--- config.mk ---
export PLATFORM = sky130hd
export DESIGN_NAME = mc_alu_sequencer_flat
export DESIGN_NICKNAME = d
export VERILOG_FILES = /design/src/rtl/mc_alu_sequencer_if.sv /design/src/rtl/mc_alu_sequencer.sv /design/src/flat_wrapper.sv
export SDC_FILE = /design/constraint.sdc
export NUM_CORES = 1
export LEC_CHECK = 0
export ABC_AREA = 1
export CAP_MARGIN = 20
export CORE_MARGIN = 2
export CORE_UTILIZATION = 45
export DETAILED_ROUTE_END_ITERATION = 7
export GPL_TIMING_DRIVEN = 0
export MAX_ROUTING_LAYER = met4
export PLACE_DENSITY = 0.79
export SLEW_MARGIN = 20
export SYNTH_ARGS = -nofsm -noshare
export SYNTH_HDL_FRONTEND = slang
export SYNTH_SLANG_ARGS = --single-unit
--- constraint.sdc ---
create_clock -name clk -period 2.3 [get_ports clk]
set_clock_uncertainty 0.15 [all_clocks]
set_input_delay 0.69 -clock clk [delete_from_list [all_inputs] [get_ports clk]]
set_output_delay 0.69 -clock clk [all_outputs]
set_load 0.05 [all_outputs]
--- src/rtl/mc_alu_sequencer_if.sv ---
// ALU control link between the main sequencer and the ALU.
// The sequencer issues the ALU opcode and reads back the zero flag.
interface mc_alu_sequencer_if;
  logic [2:0] gin;
  logic       zout;

  modport master (output gin, input zout);
  modport slave  (input gin, output zout);
endinterface

--- src/rtl/mc_alu_sequencer.sv ---
// mc_alu_sequencer: multi-cycle MIPS-lite main control FSM.
// Sequences each instruction and drives all datapath enables.
module mc_alu_sequencer #(
  parameter bit TRAP_ON_ILLEGAL = 1'b1
) (
  input  logic       clk,
  input  logic       rst_n,
  input  logic [5:0] op,
  input  logic [5:0] funct,
  mc_alu_sequencer_if.master alu,
  output logic       pc_en,
  output logic       iord,
  output logic       memread,
  output logic       memwrite,
  output logic       irwrite,
  output logic       regdst,
  output logic       memtoreg,
  output logic       regwrite,
  output logic       alusrca,
  output logic [1:0] alusrcb,
  output logic [1:0] pcsource,
  output logic       instr_done,
  output logic       illegal,
  output logic [3:0] state_dbg
);

  typedef enum logic [3:0] {
    RST    = 4'd0,
    FETCH  = 4'd1,
    DECODE = 4'd2,
    MEMADR = 4'd3,
    MEMRD  = 4'd4,
    MEMWB  = 4'd5,
    MEMWR  = 4'd6,
    REXEC  = 4'd7,
    RWB    = 4'd8,
    BR     = 4'd9,
    IEXEC  = 4'd10,
    IWB    = 4'd11,
    TRAP   = 4'd15
  } state_t;

  typedef struct packed {
    logic [2:0] gin;
    logic       pc_en;
    logic       iord;
    logic       memread;
    logic       memwrite;
    logic       irwrite;
    logic       regdst;
    logic       memtoreg;
    logic       regwrite;
    logic       alusrca;
    logic [1:0] alusrcb;
    logic [1:0] pcsource;
    logic       instr_done;
  } ctrl_t;

  state_t     state_q, state_d;
  ctrl_t      ctrl_q, ctrl_d;
  logic       illegal_q, illegal_d;
  logic       is_mem, is_r, is_br, is_addi;
  logic       f_ok, ill_dec;
  logic [2:0] f_gin, r_gin;

  assign is_mem  = (op == 6'b100011) | (op == 6'b101011);
  assign is_r    = (op == 6'b000000);
  assign is_br   = (op == 6'b000100) | (op == 6'b000101);
  assign is_addi = (op == 6'b001000);

  always_comb begin
    f_ok  = 1'b1;
    f_gin = 3'b010;
    case (funct)
      6'b100000: f_gin = 3'b010;
      6'b100010: f_gin = 3'b110;
      6'b100100: f_gin = 3'b000;
      6'b100101: f_gin = 3'b001;
      6'b101010: f_gin = 3'b111;
      default:   f_ok  = 1'b0;
    endcase
  end

  assign ill_dec = !(is_mem | (is_r & f_ok) | is_br | is_addi);

  // Control word for the state being entered; registered one edge ahead.
  function automatic ctrl_t ctrl_of(input state_t s, input logic [2:0] rg);
    ctrl_t c;
    c     = '0;
    c.gin = 3'b010;
    case (s)
      RST: ;
      FETCH: begin
        c.memread = 1'b1;
        c.irwrite = 1'b1;
        c.alusrcb = 2'b01;
        c.pc_en   = 1'b1;
      end
      DECODE: c.alusrcb = 2'b11;
      MEMADR: begin
        c.alusrca = 1'b1;
        c.alusrcb = 2'b10;
      end
      MEMRD: begin
        c.iord    = 1'b1;
        c.memread = 1'b1;
      end
      MEMWB: begin
        c.memtoreg   = 1'b1;
        c.regwrite   = 1'b1;
        c.instr_done = 1'b1;
      end
      MEMWR: begin
        c.iord       = 1'b1;
        c.memwrite   = 1'b1;
        c.instr_done = 1'b1;
      end
      REXEC: begin
        c.alusrca = 1'b1;
        c.gin     = rg;
      end
      RWB: begin
        c.regdst     = 1'b1;
        c.regwrite   = 1'b1;
        c.gin        = rg;
        c.instr_done = 1'b1;
      end
      BR: begin
        c.alusrca    = 1'b1;
        c.gin        = 3'b110;
        c.pcsource   = 2'b01;
        c.instr_done = 1'b1;
      end
      IEXEC: begin
        c.alusrca = 1'b1;
        c.alusrcb = 2'b10;
      end
      IWB: begin
        c.regwrite   = 1'b1;
        c.instr_done = 1'b1;
      end
      TRAP:    c = '0;
      default: ;
    endcase
    return c;
  endfunction

  always_comb begin
    state_d = RST;
    case (state_q)
      RST:    state_d = FETCH;
      FETCH:  state_d = DECODE;
      DECODE: begin
        if (ill_dec) begin
          state_d = TRAP_ON_ILLEGAL ? TRAP : FETCH;
        end else begin
          unique case (1'b1)
            is_mem:  state_d = MEMADR;
            is_r:    state_d = REXEC;
            is_br:   state_d = BR;
            default: state_d = IEXEC;
          endcase
        end
      end
      MEMADR: state_d = op[3] ? MEMWR : MEMRD;
      MEMRD:  state_d = MEMWB;
      REXEC:  state_d = RWB;
      IEXEC:  state_d = IWB;
      MEMWB, MEMWR, RWB, BR, IWB: state_d = FETCH;
      TRAP:   state_d = TRAP;
      default: state_d = RST;
    endcase
    // funct is only trusted while leaving DECODE; RWB reuses REXEC's code
    r_gin     = (state_q == DECODE) ? f_gin : ctrl_q.gin;
    ctrl_d    = ctrl_of(state_d, r_gin);
    illegal_d = illegal_q | (state_d == TRAP);
  end

  always_ff @(posedge clk) begin
    if (!rst_n) begin
      state_q   <= RST;
      ctrl_q    <= ctrl_of(RST, 3'b010);
      illegal_q <= 1'b0;
    end else begin
      state_q   <= state_d;
      ctrl_q    <= ctrl_d;
      illegal_q <= illegal_d;
    end
  end

  assign alu.gin    = ctrl_q.gin;
  assign pc_en      = ctrl_q.pc_en |
                      ((state_q == BR) & (alu.zout ^ op[0]));
  assign iord       = ctrl_q.iord;
  assign memread    = ctrl_q.memread;
  assign memwrite   = ctrl_q.memwrite;
  assign irwrite    = ctrl_q.irwrite;
  assign regdst     = ctrl_q.regdst;
  assign memtoreg   = ctrl_q.memtoreg;
  assign regwrite   = ctrl_q.regwrite;
  assign alusrca    = ctrl_q.alusrca;
  assign alusrcb    = ctrl_q.alusrcb;
  assign pcsource   = ctrl_q.pcsource;
  assign instr_done = ctrl_q.instr_done |
                      ((state_q == DECODE) & ill_dec & !TRAP_ON_ILLEGAL);
  assign illegal    = illegal_q;
  assign state_dbg  = state_q;

endmodule
--- src/flat_wrapper.sv ---
// flat-port wrapper written by rule: the top's interface ports become plain ports
module mc_alu_sequencer_flat 
#(
  parameter bit TRAP_ON_ILLEGAL = 1'b1
)
  (clk, rst_n, op, funct, pc_en, iord, memread, memwrite, irwrite, regdst, memtoreg, regwrite, alusrca, alusrcb, pcsource, instr_done, illegal, state_dbg, alu_gin, alu_zout);
  mc_alu_sequencer_if alu_i ();
  input  logic clk;
  input  logic rst_n;
  input  logic [5:0] op;
  input  logic [5:0] funct;
  output logic pc_en;
  output logic iord;
  output logic memread;
  output logic memwrite;
  output logic irwrite;
  output logic regdst;
  output logic memtoreg;
  output logic regwrite;
  output logic alusrca;
  output logic [1:0] alusrcb;
  output logic [1:0] pcsource;
  output logic instr_done;
  output logic illegal;
  output logic [3:0] state_dbg;
  output wire logic [$bits(alu_i.gin)-1:0] alu_gin;
  input wire logic [$bits(alu_i.zout)-1:0] alu_zout;
  assign alu_gin = alu_i.gin;
  assign alu_i.zout = alu_zout;
  mc_alu_sequencer #(.TRAP_ON_ILLEGAL(TRAP_ON_ILLEGAL)) u_core (.clk(clk), .rst_n(rst_n), .op(op), .funct(funct), .alu(alu_i), .pc_en(pc_en), .iord(iord), .memread(memread), .memwrite(memwrite), .irwrite(irwrite), .regdst(regdst), .memtoreg(memtoreg), .regwrite(regwrite), .alusrca(alusrca), .alusrcb(alusrcb), .pcsource(pcsource), .instr_done(instr_done), .illegal(illegal), .state_dbg(state_dbg));
endmodule
==> metrics.txt <==
setup tns final=0 ns; CP Capture Type=output pin; critical path cell sequence=clkdlybuf4s50_1; Final Instance Area=1570 um^2; nets=221; total grt overflow=0; GP Congestion=0.943; Core Area=2410 um^2; setup slack, reg-to-reg=~0.45 ns; Adder-Cell Fraction of Synth Area=0%; Reg2Reg Depth=13; depth of the CTS H-tree=1; Post-Syn Instances=~170; wire per inst=between 10 and 15 um; number of nets with antenna violations after routing=0; die height=53.7 um; leak pwr=0.933 nW; layout cell share with drive strength beyond 1=20.6%; Num CTS Buffers=3; Clock transition at path regs=about 0.090 ns; fin crit share=98.0%; CTS tree=built; Synth Net Count=180; via count=1167; Final Hold Violating Endpoints=0; worst hold path class=reg -> reg; r2r endpoint=u_core.alusrca; DRT iter0 DRCs=15; GR Util All Layers=22.0%; CTS Sinks=20; commonest non-fill, non-tap cell in the layout=nor2_1; delay-heaviest family, CP=buffers and inverters; crit path buf inv count=1; hold slack=0.328 ns; hold bufs inserted after CTS=0; largest family of logic cells by synthesized area=simple AND/OR/NAND/NOR gates; Worst Setup Start Kind=flop; Yosys warning total=0; largest net degree at the start of global routing=11; vias in the first global route=1132; ANT cells=0; Worst Tran Pin Value=approximately 0.51 ns; cell depth of the worst min-delay path=2; xor-xnor portion of the synthesized cell area=0.787%; Hold Startpoint=u_core.illegal; antenna violations before repair=0; # DRC=0; First-pass DRT Iterations=4; Place WS=-0.866 ns; commonest non-fill, non-tap cells in the layout=31 x nor2_1, 30 x nand2_1, 19 x dfxtp_1; Syn Area/Cell=approximately 6.7 um^2; Critical-path top delay cell=clkdlybuf4s50_1; placed cell area=1500 um^2; Buffers on Ports=35; Slew Viols, Final=0; Max-cap violations=0; DP HPWL=2140 um; r2r startpoint=u_core.state_dbg[2]; Die ar.=2890 um^2; IO Pins=37; WS Path Type=reg -> out; Yosys cell types=29; Seq/Total Area, Yosys=36.0%; Simple-Gate Fraction of Synth Area=44.5%; Power Dens Cells=around 1300 nW/um^2; relative slew slack=66.1%; routed wire length=between 2000 and 3000 um; Critical Path RT=1.46 ns; CP Launch Point=u_core.memread; f_max=443 MHz; Clock Path Buffers=2; CP peak stage delay=0.80 ns; first-pass GRT wire length=4590 um; Critical Path Fanout Max=1; Worst VDD drop=904 uV; initial core utilization=46.2%; synthesized cell area=1110 um^2; WHS Endpoint=u_core.illegal; P&R area growth vs syn=41.2%; Placed Cells incl. Taps=230; post-synthesis mux area share=0%; RSZ-0062 raised after global routing=false; status=complete, no violations; Tmin final=2.25 ns; #FFs+latches synth=20; non-filler cells, final=234; routed vias/inst=4.99; num rows=18; final worst slack=0.0451 ns; compound-cell area share of the yosys netlist=roughly 8.5%; final setup fails=0; width of the die=53.7 um; root buffer cell=clkbuf_4; Clk Latency, worst-skew pair=0.29 ns; Worst Path Arrival=1.41 ns
-- worst min-delay path, stage by stage (launching register included) --
cell,delay [ns]
dfxtp_1,0.34
a21oi_1,0.04
nor2_1,0.07
-- synth_stat cells --
| master | number | share of area, % |
|---|---|---|
| nand2_4 | 1 | 1.0 |
| and3_1 | 1 | 0.56 |
| o21ai_1 | 1 | 0.45 |
| conb_1 | 1 | 0.34 |
| nor2_4 | 5 | 5.1 |
| nand3_1 | 10 | 4.5 |
| a211oi_1 | 2 | 1.3 |
| xor2_1 | 1 | 0.79 |
| nand3_2 | 1 | 0.90 |
| o22ai_1 | 2 | 1.1 |
| nor2_2 | 3 | 1.7 |
| o21ai_0 | 1 | 0.45 |
| nor3_1 | 1 | 0.45 |
| inv_2 | 7 | 2.4 |
| nor2_1 | 33 | 11 |
| a31o_2 | 1 | 0.79 |
| inv_1 | 18 | 6.1 |
| buf_4 | 1 | 0.68 |
| nand2_1 | 30 | 10 |
| clkinv_1 | 1 | 0.34 |
| dfxtp_1 | 20 | 36 |
| nand4_2 | 1 | 1.1 |
| nand3b_1 | 1 | 0.68 |
| nand4_1 | 2 | 1.1 |
| clkbuf_1 | 1 | 0.34 |
| a21oi_1 | 6 | 2.7 |
| nor3b_2 | 1 | 1.1 |
| nand2_2 | 9 | 5.1 |
| a31oi_1 | 3 | 1.7 |
-- state kept, by name, summed over array words and instances (netlist names) --
signal             count
u_core.instr_done      1
u_core.pcsource        1
u_core.illegal         1
u_core.alusrcb         2
u_core.regdst          1
u_core.alu.gin         3
u_core.memtoreg        1
u_core.state_dbg       4
u_core.alusrca         1
u_core.iord            1
u_core.ctrl_q          1
u_core.memread         1
u_core.regwrite        1
u_core.memwrite        1
-- power by group --
| part | internal (mW) | total, mW | switching [mW] |
|---|---|---|---|
| Sequential | 0.441 | 0.511 | 0.0703 |
| Combinational | 0.407 | 1.32 | 0.917 |
| Clock | 0.0610 | 0.160 | 0.0989 |
| Total | 0.909 | 2.00 | 1.09 |
-- stage by stage --
stage,power (mW),util (%)
after CTS,1.99,62.9
after floorplan,1.49,-
final,2.00,65.2
after detailed placement,1.84,62.3
after global placement,1.81,62.3
after global routing,2.15,65.2
-- cell type report --
class                      count  area, um^2
timing repair buffer          36         383
fill                         223         840
multi-input combinational    117         617
inverter                      26        97.6
tap                           30        37.5
clock buffer                   3        22.5
buffer                         2        11.3
sequential                    20         402
-- repair_timing --
item	in CTS	in global routing
endpoints found under the setup margin	7	15
resized for setup	14	22
pin swaps	0	2
setup buffers	0	1
-- routing by layer --
layer | GRT usage, % | up-vias | share of wire, %
met5 | - | - | 0
met4 | 5.56 | 0 | 0.55
met3 | 5.83 | 2 | 5.2
met2 | 38.4 | 31 | 52
met1 | 24.9 | 539 | 42
li1 | - | 595 | -
-- cell families after synthesis --
kind of cell           count (synthesis)
AND/OR/NAND/NOR                       99
buffers and inverters                 28
flip-flops                            20
AO/OA/AOI/OAI                         16
XOR/XNOR                               1
other                                  1
-- how the worst max path moves through the flow --
| stage | to | slack (ns) | cells after the start |
|---|---|---|---|
| 6_report | memread | 0.05 | 1 |
| 5_1_grt | memread | 0.0003 | 1 |
| 3_5_place_dp | pc_en | -0.87 | 4 |
| 2_1_floorplan | pc_en | 0.09 | 3 |
| 4_1_cts | pc_en | -0.18 | 4 |
| 3_3_place_gp | pc_en | -0.87 | 4 |
(Power assumes the default switching activity.)
